$ cat src/rtl/rom_stream_reader.sv
// Streams a contiguous, wrapping address range out of a 1-cycle-latency ROM
// as a valid/ready stream, using a 2-entry buffer to absorb backpressure.
module rom_stream_reader #(
    parameter int unsigned DATA_WIDTH    = 8,
    parameter int unsigned ADDRESS_WIDTH = 3
) (
    input  logic                     clk,
    input  logic                     rst_n,
    input  logic                     start,
    input  logic [ADDRESS_WIDTH-1:0] start_addr,
    input  logic [ADDRESS_WIDTH:0]   length,
    output logic                     busy,
    output logic                     done,
    output logic                     rom_en,
    output logic [ADDRESS_WIDTH-1:0] rom_addr,
    input  logic [DATA_WIDTH-1:0]    rom_dout,
    output logic [DATA_WIDTH-1:0]    m_data,
    output logic                     m_valid,
    input  logic                     m_ready,
    output logic                     m_last
);
    localparam int unsigned AW = ADDRESS_WIDTH;
    localparam int unsigned DW = DATA_WIDTH;
    localparam int unsigned LW = ADDRESS_WIDTH + 1;

    typedef enum logic [1:0] {
        S_IDLE  = 2'd0,
        S_RUN   = 2'd1,
        S_DRAIN = 2'd2
    } state_t;

    state_t        r_state;
    logic [AW-1:0] r_ptr;
    logic [LW-1:0] r_len;
    logic [LW-1:0] r_issued;
    logic          r_inflight;
    logic          r_inflight_last;
    logic [DW-1:0] r_fifo_data [2];
    logic [1:0]    r_fifo_last;
    logic          r_wr;
    logic          r_rd;
    logic [1:0]    r_count;
    logic          r_busy;
    logic          r_done;

    logic          w_pop;
    logic          w_issue;
    logic          w_issue_last;
    logic [2:0]    w_occ;

    // A read may issue only if its word is guaranteed a FIFO slot on arrival.
    assign w_pop        = (r_count != 2'd0) && m_ready;
    assign w_occ        = 3'(r_count) + 3'(r_inflight) - 3'(w_pop);
    assign w_issue      = (r_state == S_RUN) && (r_issued < r_len) && (w_occ < 3'd2);
    assign w_issue_last = (r_issued == (r_len - LW'(1)));

    always_ff @(posedge clk or negedge rst_n) begin
        if (!rst_n) begin
            r_state         <= S_IDLE;
            r_ptr           <= '0;
            r_len           <= '0;
            r_issued        <= '0;
            r_inflight      <= 1'b0;
            r_inflight_last <= 1'b0;
            r_fifo_data[0]  <= '0;
            r_fifo_data[1]  <= '0;
            r_fifo_last     <= '0;
            r_wr            <= 1'b0;
            r_rd            <= 1'b0;
            r_count         <= '0;
            r_busy          <= 1'b0;
            r_done          <= 1'b0;
        end else begin
            r_done          <= 1'b0;
            r_inflight      <= w_issue;
            r_inflight_last <= w_issue_last;

            if (w_issue) begin
                r_ptr    <= r_ptr + AW'(1);
                r_issued <= r_issued + LW'(1);
            end

            // ROM output is only meaningful the cycle after a read was issued.
            if (r_inflight) begin
                r_fifo_data[r_wr] <= rom_dout;
                r_fifo_last[r_wr] <= r_inflight_last;
                r_wr              <= ~r_wr;
            end

            if (w_pop) begin
                r_rd <= ~r_rd;
            end

            r_count <= r_count + 2'(r_inflight) - 2'(w_pop);

            case (r_state)
                S_IDLE: begin
                    if (start) begin
                        if (length == '0) begin
                            r_done <= 1'b1;
                        end else begin
                            r_state  <= S_RUN;
                            r_busy   <= 1'b1;
                            r_ptr    <= start_addr;
                            r_len    <= length;
                            r_issued <= '0;
                        end
                    end
                end
                S_RUN: begin
                    if (w_issue && w_issue_last) begin
                        r_state <= S_DRAIN;
                    end
                end
                S_DRAIN: begin
                    if (w_pop && r_fifo_last[r_rd]) begin
                        r_state <= S_IDLE;
                        r_busy  <= 1'b0;
                        r_done  <= 1'b1;
                    end
                end
                default: begin
                    r_state <= S_IDLE;
                end
            endcase
        end
    end

    assign busy     = r_busy;
    assign done     = r_done;
    assign rom_en   = w_issue;
    assign rom_addr = r_ptr;
    assign m_valid  = (r_count != 2'd0);
    assign m_data   = r_fifo_data[r_rd];
    assign m_last   = m_valid && r_fifo_last[r_rd];

endmodule
$ cat config.mk
export PLATFORM = sky130hd
export DESIGN_NAME = rom_stream_reader
export DESIGN_NICKNAME = d
export VERILOG_FILES = /design/src/rtl/rom_stream_reader.sv
export SDC_FILE = /design/constraint.sdc
export NUM_CORES = 1
export LEC_CHECK = 0
export ABC_AREA = 1
export CAP_MARGIN = 10
export CORE_MARGIN = 5
export CORE_UTILIZATION = 47
export CTS_CLUSTER_SIZE = 25
export DETAILED_ROUTE_END_ITERATION = 12
export PLACE_DENSITY = 0.73
export SYNTH_ARGS = -nofsm -noshare
export SYNTH_HDL_FRONTEND = slang
export SYNTH_SLANG_ARGS = --single-unit
$ cat constraint.sdc
create_clock -name clk -period 2.7 [get_ports clk]
set_input_delay 0.675 -clock clk [delete_from_list [all_inputs] [get_ports clk]]
set_output_delay 0.675 -clock clk [all_outputs]
set_load 0.005 [all_outputs]
==> results.py, run 1 <==
metrics = {
    "outcome": {
        "outcome": "complete, but fails checks",
        "violations": "negative setup slack",
    },
    "drt": {
        "vias": 1687,
        "drt_wl_total_microns": 4080,
        "wire_per_inst_microns": 11.6,
        "dr.pass1.iters": 4,
        "drc_errors": 0,
        "antenna_left": 0,
        "dr.first_iter.drc_count": 98,
        "vias_per_cell": 4.79,
    },
    "sta": {
        "maxSlewHeadroom_pct": 43.8,
        "tns_ns": -0.109,
        "grt_setup_unrepaired": "yes",
        "hold_viol": 0,
        "timing.final.ws_setup_ns": -0.109,
        "finalCritPeriodShare_pct": 104,
        "max_freq_mhz": 356,
        "timing.final.max_slew_violations": 0,
        "setup_viol": 1,
        "max_slew.worst_pin.slew_ns": 0.843,
        "clock_skew_ns": 0.00721,
        "min_period_ns": 2.81,
    },
    "cells_and_area": {
        "layoutNonFillerInstCount": 352,
        "area_growth_pct": 28.1,
        "fin_util_pct": 63.5,
        "diodes": 0,
        "nNetsFinal": 329,
        "drive_gt1_share_pct": 14.9,
    },
    "clocking": {
        "cts_sinks": 39,
        "clkTransAtPathRegs_ns": 0.08,
        "hold_buffers": 0,
        "cts_tree": "yes",
        "cts_made_buffers": 5,
        "htree_levels": 2,
        "clock_latency_ns": 0.30,
        "cts_root_buffer": "clkbuf_8",
        "clock_path_buffers": 2,
    },
    "synthesis": {
        "muxShareOfSynthArea_pct": 0,
        "ys_ff_latch": 39,
        "synth_simple_gate_area_share_pct": 24.6,
        "synth_area_sq_mm": 0.00203,
        "synth-main-ff-cell": "dfrtp_1",
        "synth_nets": 282,
        "synth_edf_count": 0,
        "async_reset_ff_share_pct": 100,
        "synth_xor_area_share_pct": 3.02,
        "synth_compound_area_share_pct": 7.72,
        "synth_seq_area_share_pct": 48.1,
        "syn_inst": 254,
        "synth_area_per_cell_sq_um": 7.98,
        "synth.distinct_cells": 27,
        "synthAdderAreaFrac_pct": 5.93,
        "synth_warnings": 0,
        "synth_top_family_by_area": "simple AND/OR/NAND/NOR gates",
    },
    "grt": {
        "grt_pass1_wl_microns": 7000,
        "antenna_found_initial": 0,
        "grt_pass1_vias": 1691,
        "grt_use_total_pct": 16.1,
        "grt_max_degree": 40,
        "gr-total-overflow": 0,
    },
    "place": {
        "io_buffers": 34,
        "hpwl_microns": 2940,
        "place_inst": 339,
        "gp_congestion": 0.803,
    },
    "critical_path": {
        "worst_ep_arrival_time_ns": 2.13,
        "endpoint_kind": "output port",
        "critical_path_required_ns": 2.03,
        "worst-r2r-cell-count": 16,
        "worst_setup_path_start_kind": "input port",
        "crit_type": "in -> out",
        "crit_path_end": "rom_en",
        "rr_startpoint": "r_count[0]",
        "timing.rr.end": "rom_addr[0]",
        "regToRegSetupSlack_ns": 0.42,
        "crit_fanout": 2,
        "crit_start": "m_ready",
    },
    "die": {
        "coreArea_sq_mm": 0.00409,
        "initial_utilization_pct": 49.6,
        "rows": 23,
        "ios": 35,
        "die_x_microns": 75.7,
        "die-height_microns": 75.7,
        "die_area_sq_mm": 0.00573,
    },
    "run": {
        "max_cap_viol_count": 0,
    },
    "power_and_ir_drop": {
        "irDropWorstVdd_mv": 0.647,
        "p_per_area_mw_per_mm2": 1190,
        "power.leakage_nw": 1.35,
    },
    "hold_path": {
        "hp-class": "in -> async",
    },
}
layout by cell type, fill, tap and decap left out, types with 3 or more instances in the layout:
cell,n
xnor2_1,3
inv_2,4
o21ai_1,18
inv_1,37
nand2_1,84
nand3_1,6
buf_4,11
clkbuf_8,5
xor2_1,4
nor2_1,10
nor2_4,4
ha_1,7
nand2_2,4
nand4_1,3
o21ai_0,9
dfrtp_1,39
clkdlybuf4s50_1,31
worst max-delay path: stages:
cell	delay, ns
buf_8	0.08
inv_4	0.03
nor2_4	0.10
nand2_2	0.08
o21ai_2	0.06
ha_2	0.19
inv_2	0.04
fa_2	0.54
nand3_2	0.09
nor2_4	0.14
buf_2	0.12
worst min path at each step:
stage / start / to / slack, ns
after floorplan: rst_n / busy / 0.38
after global placement: r_fifo_data[4] / r_fifo_data[4] / 0.47
after detailed placement: r_fifo_last[1] / r_fifo_last[1] / 0.47
after CTS: r_fifo_last[1] / r_fifo_last[1] / 0.49
after global routing: r_fifo_last[1] / r_fifo_last[1] / 0.50
final: rst_n / r_fifo_data[9] / 0.48
cell type report:
type                            instances  area [sq um]
Clock buffer                            5          68.8
Tap cell                               50          62.6
Inverter                               44           170
Clock inverter                          3          20.0
Fill cell                             379          1490
Multi-Input combinational cell        165           870
Sequential cell                        39           976
Timing Repair Buffer                   46           429
routing by layer:
layer	up-vias	wire (microns)	GRT usage [%]
met1	760	1750	17.8
li1	870	-	-
met4	0	91	7.77
met5	-	0	0
met2	46	2010	28.8
met3	11	234	3.83
stage by stage:
step                      hold WS, ns  setup slack (ns)  instance area (sq um)  power (W)
after floorplan                 0.379            0.0105                   2030    0.00203
after global placement          0.467            -0.957                   2430    0.00259
after detailed placement        0.473            -0.964                   2430    0.00264
after CTS                       0.493            -0.107                   2550    0.00308
after global routing            0.503            -0.192                   2600    0.00343
final                           0.477            -0.109                   2600    0.00310
registers in the layout, indices dropped and copies added (netlist names), 2 cells and up:
name and cells:
r_count 2, r_fifo_data 16, r_fifo_last 2, r_issued 4
r_len 4, r_state 2, rom_addr 3
logic make-up after synthesis:
logic type / count (synthesis)
AOI/OAI and AO/OA: 31
xor gates and xnor gates: 7
adders and majority gates: 9
buffers and inverters: 50
DFF: 39
and+or+nand+nor: 118
report_power, final:
part	total (W)	switching [W]	internal [W]
clock	0.000391	0.000211	0.000180
combinational	0.00167	0.000865	0.000806
sequential	0.00104	0.000190	0.000848
total	0.00310	0.00127	0.00183
cell usage after synthesis (2+ instances only):
cell type	number	share of area [%]
a21oi_1	2	0.49
buf_6	3	1.7
dfrtp_1	39	48
ha_1	8	4.9
inv_1	40	7.4
inv_2	3	0.56
nand2_1	86	16
nand2_2	2	0.62
nand3_1	7	1.7
nand4_1	3	0.93
nor2_1	12	2.2
nor2_2	2	0.62
nor2_4	2	1.1
o21ai_0	10	2.5
o21ai_1	18	4.4
xnor2_1	3	1.3
xor2_1	4	1.7
timing repair:
item / 4_1_cts / 5_1_grt
endpoints found under the setup margin: 5 / 1
buffers inserted: 4 / 3
gates cloned: 0 / 0
gates resized for setup: 17 / 10
pin swaps: 7 / 5
Power figures use the tool's default switching activity.
==> run 2, diff against run 1 <==
SKIP_LAST_GASP = 1   (was unset)
==> results of run 2 <==
No change in the layout: final DEF, timing and power equal those of run 1.
==> run 3, diff against run 2 <==
MAX_ROUTING_LAYER = met4   (was unset)
==> run 3 against run 2 <==
The flow still finishes with violations (negative setup slack); via count shrank 0.41%; non-clock buffer count is the same; total power is essentially flat; largest cell class unchanged.
==> results.py, run 3 (synthesis gave the netlist of run 1 again) <==
metrics = {
    "outcome": {
        "outcome": "complete, but fails checks",
        "violations": "negative setup slack",
    },
    "hold_path": {
        "hp-class": "in -> async",
    },
    "die": {
        "ios": 35,
        "initial_utilization_pct": 49.6,
        "coreArea_sq_mm": 0.00409,
        "die-height_microns": 75.7,
        "rows": 23,
        "die_x_microns": 75.7,
        "die_area_sq_mm": 0.00573,
    },
    "place": {
        "pre_cts_slack_ns": -0.964,
        "gp_congestion": 0.814,
        "io_buffers": 34,
        "hpwl_microns": 2940,
        "place_inst": 339,
    },
    "drt": {
        "dr.first_iter.drc_count": 117,
        "antenna_left": 0,
        "vias_per_cell": 4.77,
        "dr.pass1.iters": 4,
        "drt_wl_total_microns": 4100,
        "drc_errors": 0,
        "wire_per_inst_microns": 11.6,
        "vias": 1680,
    },
    "cells_and_area": {
        "drive_gt1_share_pct": 14.9,
        "top_register": "r_fifo_data",
        "largest_reg_flops": 16,
        "layoutNonFillerInstCount": 352,
        "reg_top3": "r_fifo_data x16, r_issued x4, r_len x4",
        "nNetsFinal": 329,
        "layout_commonest_cell": "nand2_1",
        "diodes": 0,
        "final_cell_mix": "nand2_1 (84), dfrtp_1 (39), inv_1 (37)",
        "area_growth_pct": 28.1,
    },
    "clocking": {
        "htree_levels": 2,
        "clock_latency_ns": 0.30,
        "cts_made_buffers": 5,
        "clock_path_buffers": 2,
        "cts_sinks": 39,
        "clkTransAtPathRegs_ns": 0.08,
        "cts_tree": "yes",
        "hold_buffers": 0,
        "cts_root_buffer": "clkbuf_8",
    },
    "sta": {
        "setup_viol": 1,
        "maxSlewHeadroom_pct": 43.3,
        "max_freq_mhz": 356,
        "timing.final.ws_setup_ns": -0.109,
        "clock_skew_ns": 0.00756,
        "grt_setup_unrepaired": "yes",
        "hold_viol": 0,
        "timing.final.max_slew_violations": 0,
        "min_period_ns": 2.81,
        "max_slew.worst_pin.slew_ns": 0.851,
        "finalCritPeriodShare_pct": 104,
    },
    "power_and_ir_drop": {
        "p_int_w": 0.00183,
        "swShare_pct": 40.9,
        "totalPowerFinal_w": 0.00310,
        "p_per_area_mw_per_mm2": 1190,
        "combPwrFrac_pct": 53.9,
        "pwr-share-seq_pct": 33.5,
        "irDropWorstVdd_mv": 0.648,
        "p_sw_w": 0.00127,
        "pwr-share-clk_pct": 12.6,
        "power.leakage_nw": 1.35,
    },
    "grt": {
        "grt_pass1_vias": 1690,
        "antenna_found_initial": 0,
        "gr-total-overflow": 0,
        "grt_use_total_pct": 16.6,
        "grt_max_degree": 40,
        "grt_pass1_wl_microns": 7020,
    },
    "critical_path": {
        "regToRegSetupSlack_ns": 0.42,
        "crit_type": "in -> out",
        "endpoint_kind": "output port",
        "timing.rr.end": "rom_addr[0]",
        "critical_path_required_ns": 2.03,
        "worst_ep_arrival_time_ns": 2.13,
        "worst-r2r-cell-count": 16,
        "crit_fanout": 2,
        "worst_setup_path_start_kind": "input port",
        "rr_startpoint": "r_count[0]",
    },
    "run": {
        "max_cap_viol_count": 0,
    },
}
run 3: cell counts in the layout (fill, tap and decap cells not counted):
Identical to the previous run, type by type.
run 3: timing repair:
action	in CTS	in global routing
buffers inserted	4	3
endpoints found under the setup margin	5	1
pin swaps	7	5
gates resized for setup	17	10
run 3: layout make-up:
cell class | instances | area, sq um
Tap cell | 50 | 62.6
Clock buffer | 5 | 68.8
Fill cell | 379 | 1490
Timing Repair Buffer | 46 | 429
Inverter | 44 | 170
Clock inverter | 3 | 20.0
Multi-Input combinational cell | 165 | 870
Sequential cell | 39 | 976
run 3: how the worst max path moves through the flow:
stage	from	to	slack (ns)	cells after the start
2_1_floorplan	m_ready	rom_en	0.01	9
3_3_place_gp	m_ready	rom_en	-0.96	11
3_5_place_dp	m_ready	rom_en	-0.96	11
4_1_cts	m_ready	rom_en	-0.11	11
5_1_grt	r_count[0]	rom_en	-0.19	10
6_report	m_ready	rom_en	-0.11	11
run 3: per-layer routing:
layer	GRT usage, %	share of wire [%]	vias up
met3	3.83	5.7	9
met1	17.9	43	761
met4	7.77	1.8	0
li1	-	-	868
met5	-	0	-
met2	28.7	49	42
run 3: power by group through the flow:
| stage | sequential [W] | clock [W] | combinational [W] |
|---|---|---|---|
| floorplan | 0.000999 | 0 | 0.00103 |
| global placement | 0.00103 | 0 | 0.00156 |
| detailed placement | 0.00104 | 0 | 0.00161 |
| CTS | 0.00103 | 0.000402 | 0.00164 |
| global route | 0.00108 | 0.000424 | 0.00193 |
| finish | 0.00104 | 0.000391 | 0.00167 |
run 3: stage by stage:
stage	setup TNS (ns)	utilization, %	cell area (sq um)	hold slack [ns]
detailed placement	-3.36	59.4	2430	0.473
CTS	-0.107	62.3	2550	0.493
global route	-0.192	63.5	2600	0.503
floorplan	0	-	2030	0.379
global placement	-3.01	59.4	2430	0.467
finish	-0.109	63.5	2600	0.480
run 3: critical path: stages:
cell,delay (ns)
buf_8,0.08
inv_4,0.03
nor2_4,0.10
nand2_2,0.08
o21ai_2,0.06
ha_2,0.19
inv_2,0.04
fa_2,0.54
nand3_2,0.09
nor2_4,0.14
buf_2,0.12
